## src/rtl/imm_field_decode_if.sv

```systemverilog
// Stream bundle between fetch, the immediate field decoder and the sign-extension stage.
// slave is the decoder's view; master is the fetch/extender (or bench) view.
interface imm_field_decode_if #(
   parameter int XLEN = 32
);
   logic            in_valid;
   logic            in_ready;
   logic [XLEN-1:0] in_instr;
   logic [XLEN-1:0] in_pc;

   logic            out_valid;
   logic            out_ready;
   logic [XLEN-1:0] out_instr;
   logic [XLEN-1:0] out_pc;
   logic [XLEN-1:0] out_imm_raw;
   logic [5:0]      out_sign_pos;
   logic            out_ext_en;
   logic [2:0]      out_fmt;
   logic            out_illegal;

   modport slave (
      input  in_valid, in_instr, in_pc, out_ready,
      output in_ready, out_valid, out_instr, out_pc, out_imm_raw,
             out_sign_pos, out_ext_en, out_fmt, out_illegal
   );

   modport master (
      output in_valid, in_instr, in_pc, out_ready,
      input  in_ready, out_valid, out_instr, out_pc, out_imm_raw,
             out_sign_pos, out_ext_en, out_fmt, out_illegal
   );
endinterface

```

## src/rtl/imm_field_decode.sv

```systemverilog
// RV32I immediate field extractor: right-justified raw immediate, field width and extend enable per format.
// Define IMM_DECODE_SKID_EN for a two-entry skid buffer with registered in_ready; otherwise single stage.
module imm_field_decode #(
   parameter int XLEN = 32
) (
   input  logic                clk,
   input  logic                reset,
   input  logic                flush,
   imm_field_decode_if.slave   bus
);

   typedef enum logic [2:0] {
      FMT_R   = 3'd0,
      FMT_I   = 3'd1,
      FMT_S   = 3'd2,
      FMT_B   = 3'd3,
      FMT_U   = 3'd4,
      FMT_J   = 3'd5,
      FMT_SH  = 3'd6,
      FMT_BAD = 3'd7
   } fmt_e;

   typedef struct packed {
      logic [XLEN-1:0] instr;
      logic [XLEN-1:0] pc;
      logic [XLEN-1:0] imm_raw;
      logic [5:0]      sign_pos;
      logic            ext_en;
      fmt_e            fmt;
      logic            illegal;
   } entry_t;

   localparam logic [6:0] OPC_OP_IMM = 7'b0010011;
   localparam logic [6:0] OPC_LOAD   = 7'b0000011;
   localparam logic [6:0] OPC_JALR   = 7'b1100111;
   localparam logic [6:0] OPC_SYSTEM = 7'b1110011;
   localparam logic [6:0] OPC_STORE  = 7'b0100011;
   localparam logic [6:0] OPC_BRANCH = 7'b1100011;
   localparam logic [6:0] OPC_LUI    = 7'b0110111;
   localparam logic [6:0] OPC_AUIPC  = 7'b0010111;
   localparam logic [6:0] OPC_JAL    = 7'b1101111;
   localparam logic [6:0] OPC_OP     = 7'b0110011;

   entry_t          dec;
   entry_t          main_q;
   logic            main_valid_q;
   logic            accept;
   logic            drain;
   logic [6:0]      opcode;
   logic [2:0]      funct3;
   logic [XLEN-1:0] ins;

   assign ins    = bus.in_instr;
   assign opcode = ins[6:0];
   assign funct3 = ins[14:12];

   // Unknown opcodes fall through as BAD entries instead of stalling the pipe.
   always_comb begin
      dec          = '0;
      dec.instr    = bus.in_instr;
      dec.pc       = bus.in_pc;
      dec.fmt      = FMT_BAD;
      dec.illegal  = 1'b1;
      case (opcode)
         OPC_OP_IMM: begin
            dec.illegal = 1'b0;
            if (funct3 == 3'b001 || funct3 == 3'b101) begin
               dec.fmt      = FMT_SH;
               dec.imm_raw  = {{(XLEN-5){1'b0}}, ins[24:20]};
               dec.sign_pos = 6'd5;
               dec.ext_en   = 1'b0;
            end else begin
               dec.fmt      = FMT_I;
               dec.imm_raw  = {{(XLEN-12){1'b0}}, ins[31:20]};
               dec.sign_pos = 6'd12;
               dec.ext_en   = 1'b1;
            end
         end
         OPC_LOAD, OPC_JALR, OPC_SYSTEM: begin
            dec.illegal  = 1'b0;
            dec.fmt      = FMT_I;
            dec.imm_raw  = {{(XLEN-12){1'b0}}, ins[31:20]};
            dec.sign_pos = 6'd12;
            dec.ext_en   = 1'b1;
         end
         OPC_STORE: begin
            dec.illegal  = 1'b0;
            dec.fmt      = FMT_S;
            dec.imm_raw  = {{(XLEN-12){1'b0}}, ins[31:25], ins[11:7]};
            dec.sign_pos = 6'd12;
            dec.ext_en   = 1'b1;
         end
         OPC_BRANCH: begin
            dec.illegal  = 1'b0;
            dec.fmt      = FMT_B;
            dec.imm_raw  = {{(XLEN-13){1'b0}}, ins[31], ins[7], ins[30:25], ins[11:8], 1'b0};
            dec.sign_pos = 6'd13;
            dec.ext_en   = 1'b1;
         end
         OPC_LUI, OPC_AUIPC: begin
            dec.illegal  = 1'b0;
            dec.fmt      = FMT_U;
            dec.imm_raw  = {ins[31:12], 12'h000};
            dec.sign_pos = 6'd32;
            dec.ext_en   = 1'b0;
         end
         OPC_JAL: begin
            dec.illegal  = 1'b0;
            dec.fmt      = FMT_J;
            dec.imm_raw  = {{(XLEN-21){1'b0}}, ins[31], ins[19:12], ins[20], ins[30:21], 1'b0};
            dec.sign_pos = 6'd21;
            dec.ext_en   = 1'b1;
         end
         OPC_OP: begin
            dec.illegal = 1'b0;
            dec.fmt     = FMT_R;
         end
         default: ;
      endcase
   end

   assign accept = bus.in_valid && bus.in_ready;
   assign drain  = main_valid_q && bus.out_ready;

`ifdef IMM_DECODE_SKID_EN
   entry_t skid_q;
   logic   skid_valid_q;

   // Ready depends only on skid occupancy, so out_ready never reaches in_ready combinationally.
   assign bus.in_ready = !reset && !flush && !skid_valid_q;

   always_ff @(posedge clk or posedge reset) begin
      if (reset) begin
         main_q       <= '0;
         main_valid_q <= 1'b0;
         skid_q       <= '0;
         skid_valid_q <= 1'b0;
      end else if (flush) begin
         main_valid_q <= 1'b0;
         skid_valid_q <= 1'b0;
      end else if (skid_valid_q) begin
         if (drain) begin
            main_q       <= skid_q;
            skid_valid_q <= 1'b0;
         end
      end else if (accept) begin
         if (!main_valid_q || drain) begin
            main_q       <= dec;
            main_valid_q <= 1'b1;
         end else begin
            skid_q       <= dec;
            skid_valid_q <= 1'b1;
         end
      end else if (drain) begin
         main_valid_q <= 1'b0;
      end
   end
`else
   assign bus.in_ready = !reset && !flush && (!main_valid_q || bus.out_ready);

   always_ff @(posedge clk or posedge reset) begin
      if (reset) begin
         main_q       <= '0;
         main_valid_q <= 1'b0;
      end else if (flush) begin
         main_valid_q <= 1'b0;
      end else if (accept) begin
         main_q       <= dec;
         main_valid_q <= 1'b1;
      end else if (drain) begin
         main_valid_q <= 1'b0;
      end
   end
`endif

   assign bus.out_valid    = main_valid_q;
   assign bus.out_instr    = main_q.instr;
   assign bus.out_pc       = main_q.pc;
   assign bus.out_imm_raw  = main_q.imm_raw;
   assign bus.out_sign_pos = main_q.sign_pos;
   assign bus.out_ext_en   = main_q.ext_en;
   assign bus.out_fmt      = main_q.fmt;
   assign bus.out_illegal  = main_q.illegal;

endmodule

```

## src/flat_wrapper.sv

```systemverilog
// flat-port wrapper written by rule: the top's interface ports become plain ports
module imm_field_decode_flat 
#(
   parameter int XLEN = 32
)
  (clk, reset, flush, bus_in_valid, bus_in_instr, bus_in_pc, bus_out_ready, bus_in_ready, bus_out_valid, bus_out_instr, bus_out_pc, bus_out_imm_raw, bus_out_sign_pos, bus_out_ext_en, bus_out_fmt, bus_out_illegal);
  imm_field_decode_if #(.XLEN(XLEN)) bus_i ();
  input  logic clk;
  input  logic reset;
  input  logic flush;
  input wire logic [$bits(bus_i.in_valid)-1:0] bus_in_valid;
  input wire logic [$bits(bus_i.in_instr)-1:0] bus_in_instr;
  input wire logic [$bits(bus_i.in_pc)-1:0] bus_in_pc;
  input wire logic [$bits(bus_i.out_ready)-1:0] bus_out_ready;
  output wire logic [$bits(bus_i.in_ready)-1:0] bus_in_ready;
  output wire logic [$bits(bus_i.out_valid)-1:0] bus_out_valid;
  output wire logic [$bits(bus_i.out_instr)-1:0] bus_out_instr;
  output wire logic [$bits(bus_i.out_pc)-1:0] bus_out_pc;
  output wire logic [$bits(bus_i.out_imm_raw)-1:0] bus_out_imm_raw;
  output wire logic [$bits(bus_i.out_sign_pos)-1:0] bus_out_sign_pos;
  output wire logic [$bits(bus_i.out_ext_en)-1:0] bus_out_ext_en;
  output wire logic [$bits(bus_i.out_fmt)-1:0] bus_out_fmt;
  output wire logic [$bits(bus_i.out_illegal)-1:0] bus_out_illegal;
  assign bus_i.in_valid = bus_in_valid;
  assign bus_i.in_instr = bus_in_instr;
  assign bus_i.in_pc = bus_in_pc;
  assign bus_i.out_ready = bus_out_ready;
  assign bus_in_ready = bus_i.in_ready;
  assign bus_out_valid = bus_i.out_valid;
  assign bus_out_instr = bus_i.out_instr;
  assign bus_out_pc = bus_i.out_pc;
  assign bus_out_imm_raw = bus_i.out_imm_raw;
  assign bus_out_sign_pos = bus_i.out_sign_pos;
  assign bus_out_ext_en = bus_i.out_ext_en;
  assign bus_out_fmt = bus_i.out_fmt;
  assign bus_out_illegal = bus_i.out_illegal;
  imm_field_decode #(.XLEN(XLEN)) u_core (.clk(clk), .reset(reset), .flush(flush), .bus(bus_i));
endmodule
```

## config.mk

```make
export PLATFORM = sky130hd
export DESIGN_NAME = imm_field_decode_flat
export DESIGN_NICKNAME = d
export VERILOG_FILES = /design/src/rtl/imm_field_decode_if.sv /design/src/rtl/imm_field_decode.sv /design/src/flat_wrapper.sv
export SDC_FILE = /design/constraint.sdc
export NUM_CORES = 1
export LEC_CHECK = 0
export CAP_MARGIN = 20
export CORE_MARGIN = 3
export CORE_UTILIZATION = 35
export CTS_CLUSTER_SIZE = 14
export DETAILED_ROUTE_END_ITERATION = 10
export PLACE_DENSITY = 0.67
export SKIP_LAST_GASP = 1
export SLEW_MARGIN = 25
export SYNTH_ARGS = -nofsm -noshare
export SYNTH_HDL_FRONTEND = slang
export SYNTH_SLANG_ARGS = --single-unit
export TNS_END_PERCENT = 50
```

## constraint.sdc

```tcl
create_clock -name clk -period 6.7 [get_ports clk]
set_input_delay 1.34 -clock clk [delete_from_list [all_inputs] [get_ports clk]]
set_output_delay 1.34 -clock clk [all_outputs]
set_load 0.01 [all_outputs]
```

# Word level (Yosys, flattened, before mapping)
# Cells that the tools add are included.
[op_classes]
eq_ne = 12
mux = 6
n_bitwise = 1
reduce_logical = 13
[op_table]
columns = ["operator", "n"]
rows = [
  ["39-bit one-hot mux with 6 select lines", 1],
  ["7-bit equality test, second input constant", 4],
  ["4-bit one-hot mux with 7 select lines", 1],
  ["22-bit 2-to-1 mux", 1],
  ["7-bit by 6-bit equality test with 1-bit output, second input constant", 3],
  ["7-bit by 5-bit equality test with 1-bit output, second input constant", 2],
  ["7-bit by 2-bit equality test with 1-bit output, second input constant", 1],
  ["1-bit logical AND", 4],
  ["3-bit by 1-bit equality test with 1-bit output, second input constant", 1],
  ["3-bit equality test, second input constant", 1],
  ["1-bit zero test", 3],
  ["1-bit 2-to-1 mux", 3],
  ["3-bit nonzero test", 1],
  ["3-bit OR reduction", 1],
  ["1-bit logical OR", 2],
  ["2-bit AND reduction", 1],
  ["2-bit OR reduction", 1],
  ["1-bit NOT", 1],
]
[word_totals]
ff_bits = 108
output_inout_bits = 109
word_cells = 40

# Logic depth before layout (Yosys ltp)
# Gate-level depths: netlist of run 1.
[depth]
word_depth = 6
ltp_mapped = 7

# Least setup slack after synthesis of run 1
# Ideal clock, no wire load.
[synth_path]
path_kind = "input port to output port"
start = "in bus_out_ready"
end = "out bus_in_ready"
t_arrival_ps = 1656
t_required_ps = 5360
path_slack_ps = 3704
stages = 2
n_path_buf = 0
cell_sequence = "nand2b_1 and2_1"
[synth_via]
elab_chain_len = 2
[synth_lines]
columns = ["element", "line", "text"]
rows = [
  ["start: declaration", "flat_wrapper.sv:14", "input wire logic [$bits(bus_i.out_ready)-1:0] bus_out_ready;"],
  ["1-bit logical OR", "imm_field_decode.sv:159", "assign bus.in_ready = !reset && !flush && (!main_valid_q || bus.out_ready);"],
  ["1-bit logical AND", "imm_field_decode.sv:159", ""],
  ["end: declaration", "flat_wrapper.sv:15", "output wire logic [$bits(bus_i.in_ready)-1:0] bus_in_ready;"],
]
# Every way passes these cells.

# Worst setup path after layout of run 1
[layout_path]
start = "in reset"
end = "out bus_in_ready"
[layout_via]
elab_chain_len = 3
[layout_lines]
columns = ["element", "line", "text"]
rows = [
  ["start: declaration", "flat_wrapper.sv:9", "input logic reset;"],
  ["1-bit zero test", "imm_field_decode.sv:159", ""],
  ["1-bit logical AND (2 in series)", "imm_field_decode.sv:159", ""],
]
# Every way passes these cells.

==> results of run 1 <==
[state kept, by name, summed over array words and instances (netlist names)]
| name | cells |
|---|---|
| u_core.bus.out_ext_en | 1 |
| u_core.bus.out_fmt | 3 |
| u_core.bus.out_illegal | 1 |
| u_core.bus.out_imm_raw | 32 |
| u_core.bus.out_instr | 32 |
| u_core.bus.out_pc | 32 |
| u_core.bus.out_sign_pos | 5 |
| u_core.bus.out_valid | 1 |
[worst paths after layout]
check / slack [ns] / startpoint / endpoint
worst min-delay path: 0.47 / u_core.bus.out_instr[7] / u_core.bus.out_instr[7]
max in group asynchronous: 4.08 / reset / u_core.bus.out_instr[19]
worst min register to register: 0.47 / u_core.bus.out_instr[7] / u_core.bus.out_instr[7]
min in group asynchronous: 1.42 / reset / u_core.bus.out_valid
worst max register to register: 4.27 / u_core.bus.out_valid / u_core.bus.out_imm_raw[3]
worst max-delay path: 2.59 / reset / bus_in_ready
[cells by family (layout without fill, tap and decap cells)]
group	after synthesis	after routing	share of synthesized area [%]
compound gates	63	63	9.84
xor+xnor	1	1	0.200
buf+inv	30	196	3.59
flops	107	107	61.0
other cells	1	1	0.0854
simple gates	271	271	25.3
[routing by layer]
metal	vias up	track usage, %	part of all wire, %
met5	-	0	0
met4	0	6.37	1.7
met3	20	7.54	10
met2	167	29.1	48
met1	1816	21.9	40
li1	1852	-	-
[per-stage QoR]
stage / instance area (sq um) / hold WS (ns) / worst slack (ns) / std cells
after floorplan: 4390 / 0.511 / 2.54 / 473
after global placement: 6250 / 0.457 / 2.62 / 792
after detailed placement: 6250 / 0.465 / 2.60 / 792
after CTS: 6530 / 0.481 / 2.59 / 807
after global routing: 6540 / 0.497 / 2.51 / 807
final: 6540 / 0.475 / 2.59 / 807
[synthesized netlist by cell type (all sizes together), types with 3 or more instances]
cell,number,area share (%)
a21oi,15,1.8
a22o,20,4.0
a31oi,4,0.57
and2,3,0.48
and3,3,0.43
buf,20,2.7
clkbuf,8,0.68
dfrtp,107,61
nand2,226,19
nand3,4,0.46
nor2,17,1.5
nor3,4,0.68
o21ai,13,1.5
[layout make-up]
cell class,instances,area (sq um),area share [%]
inverter,2,10.0,0.153
sequential,107,2680,41.0
clock inverter,5,55.1,0.842
clock buffer,10,229,3.50
timing repair buffer,179,1790,27.3
tap,168,210,3.22
multi-input combinational,336,1570,24.0
[worst max-delay path, cell delays in order]
cell and delay, ns:
sky130_fd_sc_hd__clkdlybuf4s50_1 0.46, sky130_fd_sc_hd__nor2_1 0.25, sky130_fd_sc_hd__and2_1 0.17, sky130_fd_sc_hd__clkdlybuf4s50_1 0.54
[power groups by stage]
stage          registers, mW  logic, mW  clock network (mW)
3_3_place_gp           0.780      0.375                   0
2_1_floorplan          0.816      0.104                   0
6_report               0.771      0.375               0.515
4_1_cts                0.772      0.381               0.535
5_1_grt                0.782      0.409               0.559
3_5_place_dp           0.782      0.380                   0
==> results_dict.tcl, run 1 <==
set metrics [dict create \
    maximum_count_of_clock_buffers_along_a_single_path 2 \
    drt_drc_violations_left 0 \
    wire_length_of_the_first_global_routing_pass_mm 20.3 \
    synth.yosys.seq_area_share_pct 61.0 \
    antenna_cells_inserted 0 \
    ioPinCount 178 \
    synthesis.yosys.warnings 0 \
    synth_edf_count 0 \
    final_core_util_pct 54.0 \
    fin_setup_tns_ns 0 \
    portBuffers 176 \
    mostFrequentLayoutCells "sky130_fd_sc_hd__nand2_1, sky130_fd_sc_hd__clkdlybuf4s50_1, sky130_fd_sc_hd__dfrtp_1" \
    synth_cells 473 \
    number_of_global_route_vias_before_repair 3807 \
    vias_per_inst 4.78 \
    finalWirelength_mm 12.3 \
    initial_utilization_pct 36.2 \
    number_of_antenna_violations_at_the_first_check_in_global_routing 0 \
    timing.hold.worst_path_depth 2 \
    sw_frac_of_total_pct 26.5 \
    cts_made_buffers 9 \
    total_power_mw 1.66 \
    gp_routability_congestion 0.857 \
    slew_hr_pct 37.7 \
    status "complete, no violations" \
    clock_input_transition_at_the_sequential_cells_of_the_worst_setup_and_hold_paths_ns 0.06 \
    min_period_ns 4.11 \
    antenna_violating_nets_post_route 0 \
    post-route-period-util_pct 61.3 \
    avgSynthCellArea_sq_um 9.28 \
    final_nets 704 \
    drt-wirelength-per-cell_microns 15.3 \
    core-area_sq_um 12100 \
    grt.total_usage_pct 18.1 \
    place.detailed.hpwl_mm 8.82 \
    tightest_slew_ns 0.929 \
    fillCellCount 1125 \
    layout_commonest_cell "sky130_fd_sc_hd__nand2_1" \
    yosys_most_used_dff "sky130_fd_sc_hd__dfrtp_1" \
    cp.required_ns 5.36 \
    die_width_microns 118 \
    setup_violations 0 \
    post-cts-setup-buffer-count 0 \
    floorplan.die.height_microns 118 \
    dr_total_vias 3855 \
    synth.cell_area_sq_um 4390 \
    drt_first_pass_iters 4 \
    yosys_register_bits 107 \
    power_density_nw_per_um2 254 \
    timing.final.max_slew_violations 0 \
    cp_max_fo 3 \
    rsz_0062_raised_after_global_routing "no" \
    power.net_switching_uw 441 \
    cap_violations 0 \
    rows 40 \
    clock_root_buffer "sky130_fd_sc_hd__clkbuf_16" \
    clock.fmax_mhz 243 \
    worst_hold_path_type "reg -> reg" \
    clock_sinks 107 \
    combPwrFrac_pct 22.6 \
    worst-setup-path-type "in -> out" \
    ir_drop_mv 0.152 \
    overflow 0 \
    seq_power_share_pct 46.4 \
    end_kind "output pin" \
    intPower_mw 1.22 \
    ys_types 39 \
    ys_async_rst_share_pct 100 \
    cts_htree_levels 3 \
    hold_buffers 0 \
    crit_path_dat_ns 2.77 \
    reg2regPathDepth 6 \
    power.static_leakage_nw 3.02 \
    finClkSkew_ns 0.00559 \
    final_hold_viol_count 0 \
    tritoncts_clock_tree "yes" \
    post_route_cells_drive_above_1_share_pct 4.07 \
    clkLatencyLatePin_ns 0.35 \
    areaGrowthSynthToFinish_pct 48.9 \
    cts-resized-gates 0 \
    worst_setup_path_start_kind "input pin" \
    detailedRoute.firstIterationViolations 208 \
    mapped_nets 542 \
    grt_max_degree 104 \
    power.share.clock_pct 31.0 \
    floorplan.die_area_sq_um 13900 \
]
(Power assumes the default switching activity.)
==> inputs of run 2 (changes only) <==
clock period = 3.79 ns   (was 6.7 ns; I/O delays follow)
==> run 2 against run 1 <==
Compared with the run above: clock skew is 0.0012 ns higher; clock power is 78% higher; critical path depth stayed put; critical path type unchanged; critical endpoint unchanged; largest cell class unchanged.
==> results_dict.tcl, run 2 (synthesized netlist as in run 1, its figures left out) <==
set metrics [dict create \
    grt.total_usage_pct 17.8 \
    min_period_ns 2.95 \
    areaGrowthSynthToFinish_pct 50.3 \
    fillCellCount 1126 \
    timing.final.max_slew_violations 0 \
    finalWirelength_mm 12.3 \
    rsz_0062_raised_after_global_routing "no" \
    final.hold.worst_slack_ns 0.473 \
    clock_input_transition_at_the_sequential_cells_of_the_worst_setup_and_hold_paths_ns 0.07 \
    drt_first_pass_iters 5 \
    number_of_antenna_violations_at_the_first_check_in_global_routing 0 \
    total_power_mw 2.95 \
    critical-path-top-cell-by-count "sky130_fd_sc_hd__clkdlybuf4s50_1" \
    detailedRoute.firstIterationViolations 280 \
    drt_drc_violations_left 0 \
    crit_path_dat_ns 2.20 \
    cts_htree_levels 3 \
    placed_cells_incl_taps 797 \
    antenna_violating_nets_post_route 0 \
    core-area_sq_um 12100 \
    vias_per_inst 4.79 \
    power.static_leakage_nw 3.06 \
    place.detailed.hpwl_mm 8.81 \
    fin_setup_tns_ns 0 \
    clock_sinks 107 \
    final_hold_viol_count 0 \
    worst-setup-path-type "in -> out" \
    instances_no_fill 813 \
    tightest_slew_ns 0.653 \
    clock_root_buffer "sky130_fd_sc_hd__clkbuf_16" \
    setup_violations 0 \
    cp.required_ns 3.03 \
    worst_setup_path_start_kind "input pin" \
    overflow 0 \
    clkLatencyLatePin_ns 0.34 \
    status "complete, no violations" \
    end_kind "output pin" \
    maximum_count_of_clock_buffers_along_a_single_path 2 \
    portBuffers 176 \
    final_nets 709 \
    layout_commonest_cell "sky130_fd_sc_hd__nand2_1" \
    cts-resized-gates 0 \
    floorplan.die_area_sq_um 13900 \
    ir_drop_mv 0.197 \
    ff_latch_area_sq_um 2680 \
    die_width_microns 118 \
    floorplan.die.height_microns 118 \
    mostFrequentLayoutCells "sky130_fd_sc_hd__nand2_1, sky130_fd_sc_hd__clkdlybuf4s50_1, sky130_fd_sc_hd__dfrtp_1" \
    rows 40 \
    cp_cell_sequence "clkdlybuf4s50_1, nor2_1, and2_1, clkdlybuf4s50_1" \
    finClkSkew_ns 0.00682 \
    clock.fmax_mhz 338 \
    cap_violations 0 \
    cp_max_fo 3 \
    cts_made_buffers 9 \
    timing.critical_path.max_delay_family "buffers and inverters" \
    worst_hold_path_type "reg -> reg" \
    post-route-period-util_pct 78.0 \
    slew_hr_pct 56.5 \
    hold_buffers 0 \
    number_of_global_route_vias_before_repair 3868 \
    post_route_cells_drive_above_1_share_pct 5.12 \
    ioPinCount 178 \
    initial_utilization_pct 36.2 \
    multiInputGateArea_sq_um 1570 \
    wire_length_of_the_first_global_routing_pass_mm 20.1 \
    power_density_nw_per_um2 447 \
    gp_routability_congestion 0.865 \
    drt-wirelength-per-cell_microns 15.1 \
    post-cts-setup-buffer-count 0 \
    cpMaxStageDelayCell "sky130_fd_sc_hd__clkdlybuf4s50_1" \
    final_core_util_pct 54.5 \
    cp_num_buf_inv 2 \
    tritoncts_clock_tree "yes" \
    critical_path.max_stage_delay_ns 0.54 \
    grt_max_degree 64 \
    antenna_cells_inserted 0 \
    dr_total_vias 3897 \
]
## run 2: cell types whose count changed in the layout (fill, tap and decap cells not counted), sizes merged
cell      previous run  this run
buf                  3         8
inv                  2         5
clkbuf              10        11
clkinvlp             2         1
clkinv               2         1
bufinv               1         0
## run 2: area by class of cell
type	instances	area share, %
sequential	107	40.6
clock buffer	11	3.83
multi-input combinational	336	23.8
tap	168	3.19
clock inverter	5	0.645
timing repair buffer	184	27.8
inverter	2	0.152
## run 2: worst paths after layout
path                       cells after the start             startpoint  slack, ns                        end
min in group asynchronous                      2                  reset       0.89      u_core.bus.out_pc[13]
max in group asynchronous                      3                  reset       2.21   u_core.bus.out_instr[25]
min reg2reg                                    2  u_core.bus.out_pc[12]       0.47      u_core.bus.out_pc[12]
min                                            2  u_core.bus.out_pc[12]       0.47      u_core.bus.out_pc[12]
max reg2reg                                    5   u_core.bus.out_valid       1.93  u_core.bus.out_imm_raw[9]
max                                            4                  reset       0.84               bus_in_ready
## run 2: worst register-to-register path: cells and delay by family (launching register included)
family | cells | cell delay [ns]
AND/OR/NAND/NOR | 3 | 0.84
flip-flops | 1 | 0.39
buffers and inverters | 1 | 0.42
AO/OA/AOI/OAI | 1 | 0.14
## run 2: per-stage QoR
step,setup WS [ns],area (sq um)
final,0.836,6600
after global routing,0.777,6600
after CTS,0.825,6600
after detailed placement,0.837,6300
after global placement,0.869,6300
after floorplan,0.215,4390
## run 2: power by group
group / leakage, nW / internal [mW] / switching (mW)
Clock: 0.143 / 0.490 / 0.425
Sequential: 1.36 / 1.28 / 0.0793
Combinational: 1.55 / 0.372 / 0.297
## run 2: layer usage
| metal | up-vias | part of all wire [%] | GRT usage (%) |
|---|---|---|---|
| met2 | 160 | 46 | 28.2 |
| met4 | 0 | 1.3 | 5.13 |
| li1 | 1868 | - | - |
| met3 | 11 | 9.3 | 6.73 |
| met5 | - | 0 | 0 |
| met1 | 1858 | 43 | 22.8 |
